<file path="config.mk">
export PLATFORM = sky130hd
export DESIGN_NAME = div_unit
export DESIGN_NICKNAME = d
export VERILOG_FILES = /design/src/rtl/div_unit_pkg.sv /design/src/rtl/div_unit.sv
export SDC_FILE = /design/constraint.sdc
export NUM_CORES = 1
export LEC_CHECK = 0
export BUFFER_PORTS_ARGS = -buffer_cell sky130_fd_sc_hd__buf_2
export CORE_UTILIZATION = 65
export DETAILED_ROUTE_END_ITERATION = 16
export GPL_TIMING_DRIVEN = 0
export PLACE_DENSITY_LB_ADDON = 0.25
export SYNTH_ARGS = -nofsm -noshare
export SYNTH_HDL_FRONTEND = slang
export SYNTH_SLANG_ARGS = --single-unit
</file>
<file path="constraint.sdc">
create_clock -name clk -period 10.8 [get_ports clk]
set_input_delay 1.62 -clock clk [delete_from_list [all_inputs] [get_ports clk]]
set_output_delay 1.62 -clock clk [all_outputs]
set_load 0.005 [all_outputs]
</file>
<file path="src/rtl/div_unit_pkg.sv">
// ============================================================================
// Module   : div_unit_pkg
// Brief    : Shared CPU definitions for the iterative divider (states, sizes).
// Revision : 1.0 - initial release
// ============================================================================
`default_nettype none

package div_unit_pkg;

    typedef enum logic [1:0] {
        IDLE = 2'd0,
        RUN  = 2'd1,
        DONE = 2'd2
    } div_state_e;

    localparam int DIV_ITER  = 32;
    localparam int DIV_CNT_W = $clog2(DIV_ITER);

    // Magnitude of a 32-bit value, treating it as signed only when is_signed=1.
    function automatic logic [31:0] abs32(input logic [31:0] v, input logic is_signed);
        return (is_signed && v[31]) ? (~v + 32'd1) : v;
    endfunction

endpackage

`default_nettype wire

</file>
<file path="src/rtl/div_unit.sv">
// ============================================================================
// Module   : div_unit
// Brief    : Multi-cycle restoring radix-2 DIV/DIVU unit for the E stage.
//            Define DIV_FAST_ZERO_EN to short-cut a zero divisor to DONE.
// Revision : 1.0 - initial release
// ============================================================================
`default_nettype none

module div_unit
    import div_unit_pkg::*;
(
    input  logic        clk,
    input  logic        resetn,
    input  logic        startE,
    input  logic        signedE,
    input  logic [31:0] opaE,
    input  logic [31:0] opbE,
    input  logic        flush,
    input  logic        holdE,
    output logic        div_stallE,
    output logic        readyE,
    output logic [63:0] resultE
);

    div_state_e           state_q, state_d;
    logic [DIV_CNT_W-1:0] cnt_q, cnt_d;
    logic [31:0]          rem_q, rem_d;
    logic [31:0]          quo_q, quo_d;
    logic [31:0]          dvsr_q, dvsr_d;
    logic                 neg_quo_q, neg_quo_d;
    logic                 neg_rem_q, neg_rem_d;
    logic [63:0]          result_q, result_d;

    logic                 w_sign_a;
    logic                 w_sign_b;
    logic [32:0]          w_shift;
    logic                 w_ge;
    logic [31:0]          w_rem_step;
    logic [31:0]          w_quo_step;
    logic [31:0]          w_rem_fix;
    logic [31:0]          w_quo_fix;
`ifdef DIV_FAST_ZERO_EN
    logic [31:0]          w_zero_quo;
`endif

    assign w_sign_a = signedE & opaE[31];
    assign w_sign_b = signedE & opbE[31];

    // One restoring step: the 33-bit shifted remainder never exceeds 2*divisor,
    // so the difference always fits back into 32 bits.
    assign w_shift    = {rem_q, quo_q[31]};
    assign w_ge       = (w_shift >= {1'b0, dvsr_q});
    assign w_rem_step = w_ge ? (w_shift[31:0] - dvsr_q) : w_shift[31:0];
    assign w_quo_step = {quo_q[30:0], w_ge};

    assign w_rem_fix  = neg_rem_q ? (~w_rem_step + 32'd1) : w_rem_step;
    assign w_quo_fix  = neg_quo_q ? (~w_quo_step + 32'd1) : w_quo_step;

`ifdef DIV_FAST_ZERO_EN
    assign w_zero_quo = w_sign_a ? 32'h0000_0001 : 32'hFFFF_FFFF;
`endif

    assign div_stallE = startE & ~flush & (state_q != DONE);
    assign readyE     = (state_q == DONE);
    assign resultE    = result_q;

    always_comb begin
        state_d   = state_q;
        cnt_d     = cnt_q;
        rem_d     = rem_q;
        quo_d     = quo_q;
        dvsr_d    = dvsr_q;
        neg_quo_d = neg_quo_q;
        neg_rem_d = neg_rem_q;
        result_d  = result_q;

        if (flush) begin
            state_d = IDLE;
        end else begin
            case (state_q)
                IDLE: begin
                    if (startE) begin
                        rem_d     = 32'd0;
                        quo_d     = abs32(opaE, signedE);
                        dvsr_d    = abs32(opbE, signedE);
                        neg_quo_d = w_sign_a ^ w_sign_b;
                        neg_rem_d = w_sign_a;
                        cnt_d     = '0;
                        state_d   = RUN;
`ifdef DIV_FAST_ZERO_EN
                        if (opbE == 32'd0) begin
                            state_d  = DONE;
                            result_d = {opaE, w_zero_quo};
                        end
`endif
                    end
                end
                RUN: begin
                    rem_d = w_rem_step;
                    quo_d = w_quo_step;
                    cnt_d = cnt_q + 1'b1;
                    if (cnt_q == DIV_CNT_W'(DIV_ITER - 1)) begin
                        state_d  = DONE;
                        result_d = {w_rem_fix, w_quo_fix};
                    end
                end
                DONE: begin
                    if (!holdE) begin
                        state_d = IDLE;
                    end
                end
                default: state_d = IDLE;
            endcase
        end
    end

    always_ff @(posedge clk or negedge resetn) begin
        if (!resetn) begin
            state_q   <= IDLE;
            cnt_q     <= '0;
            rem_q     <= 32'd0;
            quo_q     <= 32'd0;
            dvsr_q    <= 32'd0;
            neg_quo_q <= 1'b0;
            neg_rem_q <= 1'b0;
            result_q  <= 64'd0;
        end else begin
            state_q   <= state_d;
            cnt_q     <= cnt_d;
            rem_q     <= rem_d;
            quo_q     <= quo_d;
            dvsr_q    <= dvsr_d;
            neg_quo_q <= neg_quo_d;
            neg_rem_q <= neg_rem_d;
            result_q  <= result_d;
        end
    end

endmodule

`default_nettype wire

</file>
==> metrics.md <==
| Metric | Value |
|---|---|
| Cell area after synthesis | `roughly 12000 sq um` |
| Post-CTS resize count | `0` |
| Fill count | `about 1.4k` |
| Area occupied by registers | `around 4200 sq um` |
| Max Buffers Root-to-Sink | `2` |
| Slew margin rel. | `around 53%` |
| RSZ-0062 raised after global routing | `no` |
| DRC errors left | `0` |
| Area occupied by multi-input gates | `about 7000 sq um` |
| Detailed placer's ending HPWL | `roughly 26000 um` |
| Share of layout cells above drive strength 1 | `approximately 14%` |
| Diode count | `0` |
| Worst Path Arrival | `6.74 ns` |
| Chip Width | `137.3 um` |
| WS Path Type | `reg2reg` |
| Area share of the largest cell type after synthesis | `a little over a third` |
| RR Endpoint | `resultE[56]` |
| Vias in the first global route | `10.35k` |
| Worst hold start | `resultE[15]` |
| Core ar. | `~18000 sq um` |
| Largest area contributor in the netlist | `dfrtp_1` |
| Row count | `approximately 50` |
| Routed via count | `between 10k and 15k` |
| Post-CTS Setup Bufs | `0` |
| Ys Warns | `0` |
| First-pass GRT wire length | `about 54000 um` |
| Critical Path Sink Type | `flip-flop` |
| Worst clock skew | `0.01290 ns` |
| Die height | `between 100 and 150 um` |
| R2R Setup Slk | `4.39 ns` |
| Reg2Reg Depth | `23` |
| DRT antenna net count | `0` |
| Final Net Count | `roughly 1.7k` |
| Status | `finished, final reports clean` |
| Asr flop ratio synth | `between 90% and 100%` |
| Post-synthesis sequential area ratio | `a little over a third` |
| Main flop type after synthesis | `dfrtp_1` |
| GR Util All Layers | `37.28%` |
| Pin count of the biggest net entering global routing | `between 100 and 150` |
| Clock sink total | `169` |
| Finish-stage setup viols | `0` |
| Root buffer cell | `clkbuf_16` |
| VDD IR max | `0.1221 mV` |
| Gp weighted congestion | `between 0.9 and 1` |
| Reg-to-reg startpoint | `rem_q[18]` |
| Num CTS Buffers | `17` |
| Die Area | `between 15000 and 20000 sq um` |
| Slew Limit Fails | `0` |
| Tmin final | `between 6 and 7 ns` |
| Antenna violations before repair | `0` |
| Hold_ws | `0.4738 ns` |
| Htree depth | `4` |
| Port Buffer Count | `between 100 and 150` |
| DR WL/cell | `~18 um` |
| Setup TNS | `0 ns` |
| Hold-fix buffers, CTS | `0` |
| Syn Nets | `between 1.5k and 2k` |
| Worst path slowest cell | `o311ai_1` |
| Syn Inst Count | `~1.5k` |
| Worst Hold Class | `reg2reg` |
| CP max FO | `10` |
| FMAX | `about 160 MHz` |
| Total power draw | `about 1.9 mW` |
| # Max-Cap Violations | `0` |
| Drt total wl | `34380 um` |
| Final period util | `between 50 and 60%` |
| Crit-path max cell delay | `just under 0.5 ns` |
| Clk_lat worst skew | `about 0.45 ns` |
| Initial Util | `roughly 66%` |
| Drt first pass iters | `7` |
| Least-Margin Pin Slew | `~0.7 ns` |
| Worst-path clk slew | `0.07 ns` |
| Number of synthesized flops with an enable pin | `0` |
| Top cells by area, synth | `dfrtp_1 (36%), o21ai_0 (7.5%), nand2_1 (6.6%), a21oi_1 (5.7%), xor2_1 (5.5%)` |
| Hold Crit Depth | `2` |
| Via/cell ratio | `around 6.3` |
| CP required | `~11 ns` |
| Synth unique cells | `86` |
| CP startpoint kind | `flip-flop` |
| Synth-to-Final Area Change | `13.47%` |
| Final hold violation count | `0` |
| Power per Cell Area | `140.7 nW/um^2` |
| Count leader, synth | `nand2_1` |
| I/O pin count | `136` |
| Starting DRC count in detailed routing | `1316` |
| Synth Register Bits | `around 170` |
| Avg Inst Size Synth | `8.061 sq um` |
| Critical-path cell list | `ha_1, buf_2, nand2_1, o21ai_1, a211oi_1, o311ai_1, or2_4, buf_2, buf_4, buf_4, buf_2, nand2_1, o21ai_0, ha_1, nand2_1, a2111o_1, nor2_1, nor4bb_1, o21ai_0, nor4b_2, a21oi_1, xnor2_1, mux2_2` |
| P_leak | `between 6 and 7 nW` |
| Synth cell count leaders | `nand2_1 (208), o21ai_0 (178), dfrtp_1 (169)` |
| Congestion Overflow GR | `0` |
| CTS tree | `done` |
| Worst hold endpoint | `resultE[15]` |
kinds of logic (layout without fill, tap and decap cells):
kind of cell	count (synthesis)	count (layout)	share of synthesized area (%)
muxes	29	29	2.483
and+or+nand+nor	508	508	20.20
adders and majority gates	39	39	4.167
DFF	169	169	35.57
xor gates and xnor gates	137	137	10.09
buffers and inverters	142	309	4.946
AOI/OAI and AO/OA	451	451	22.54
critical path, delay by kind of cell (launching register included):
kind	cells	cell delay, ns
AO/OA/AOI/OAI	7	2.06
flip-flops	1	0.48
adder cells (fa/ha/maj)	2	0.64
buffers and inverters	5	1.31
multiplexers	1	0.27
XOR/XNOR	1	0.15
AND/OR/NAND/NOR	7	1.37
registers in the layout, summed over array words and instances, names as in the netlist:
| signal | flops |
|---|---|
| cnt_q | 5 |
| resultE | 64 |
| neg_quo_q | 1 |
| rem_q | 32 |
| state_q | 2 |
| quo_q | 32 |
| neg_rem_q | 1 |
| dvsr_q | 32 |
metrics by stage:
| stage | setup WS (ns) | area (sq um) | cells | util, % |
|---|---|---|---|---|
| floorplan | 5.754 | 11890 | 1475 | - |
| global placement | 4.708 | 12850 | 1839 | 71.55 |
| detailed placement | 4.609 | 12890 | 1840 | 71.76 |
| CTS | 4.591 | 13490 | 1871 | 75.11 |
| global route | 4.085 | 13490 | 1871 | 75.11 |
| finish | 4.394 | 13490 | 1871 | 75.11 |
area by class of cell:
cell class	count	share of cell area (%)
plain buffers	82	2.671
inverters	60	1.688
multi-input cells	1164	52.43
flip-flops and latches	169	31.35
clock buffers	18	3.255
well taps	229	2.124
clock inverters	13	1.206
repair buffers	136	5.286
layer usage:
metal | vias up | share of wire (%) | routed length, um | global-route usage [%]
met1 | 5585 | 44 | 15210 | 55.88
met3 | 66 | 11 | 3802 | 8.057
met4 | 0 | 2.0 | 703 | 11.05
met2 | 678 | 43 | 14660 | 53.51
li1 | 5509 | - | - | -
met5 | - | 0 | 0 | 0
cell usage in the layout (no fill, tap or decap), types with 5 or more instances in the layout:
cell         n
buf_1       11
o21ai_1     12
o21a_1       6
a21oi_1    135
or3_1       14
nand3_1     16
nand4_1     11
nand2_1    208
buf_2      152
clkbuf_16   17
a31oi_1     15
nand2b_1    14
nor2b_1      5
nor3_1      30
xnor2_1     63
and3_1       7
mux2i_1     25
clkbuf_1    48
o31ai_1     22
o41ai_1     10
a211oi_1     6
nor4_1      15
xor2_1      74
or2_2        5
nand3b_1     5
and2_1       5
or4_1       11
a21o_1       8
ha_1        38
a22o_1       5
dfrtp_1    169
inv_1       59
nor2_1     135
o21ai_0    178
power by group:
group / switching [mW] / internal, mW / leakage (nW)
Sequential: 0.0624 / 0.683 / 2.22
Combinational: 0.325 / 0.188 / 3.55
Clock: 0.287 / 0.353 / 0.290
Total: 0.674 / 1.22 / 6.05
worst max-delay path by stage:
stage | from | to
2_1_floorplan | rem_q[15] | resultE[56]
3_3_place_gp | rem_q[12] | resultE[56]
3_5_place_dp | rem_q[12] | resultE[56]
4_1_cts | rem_q[12] | resultE[56]
5_1_grt | rem_q[18] | resultE[56]
6_report | rem_q[18] | resultE[56]
Note: power is estimated with default switching activity, not from simulation.
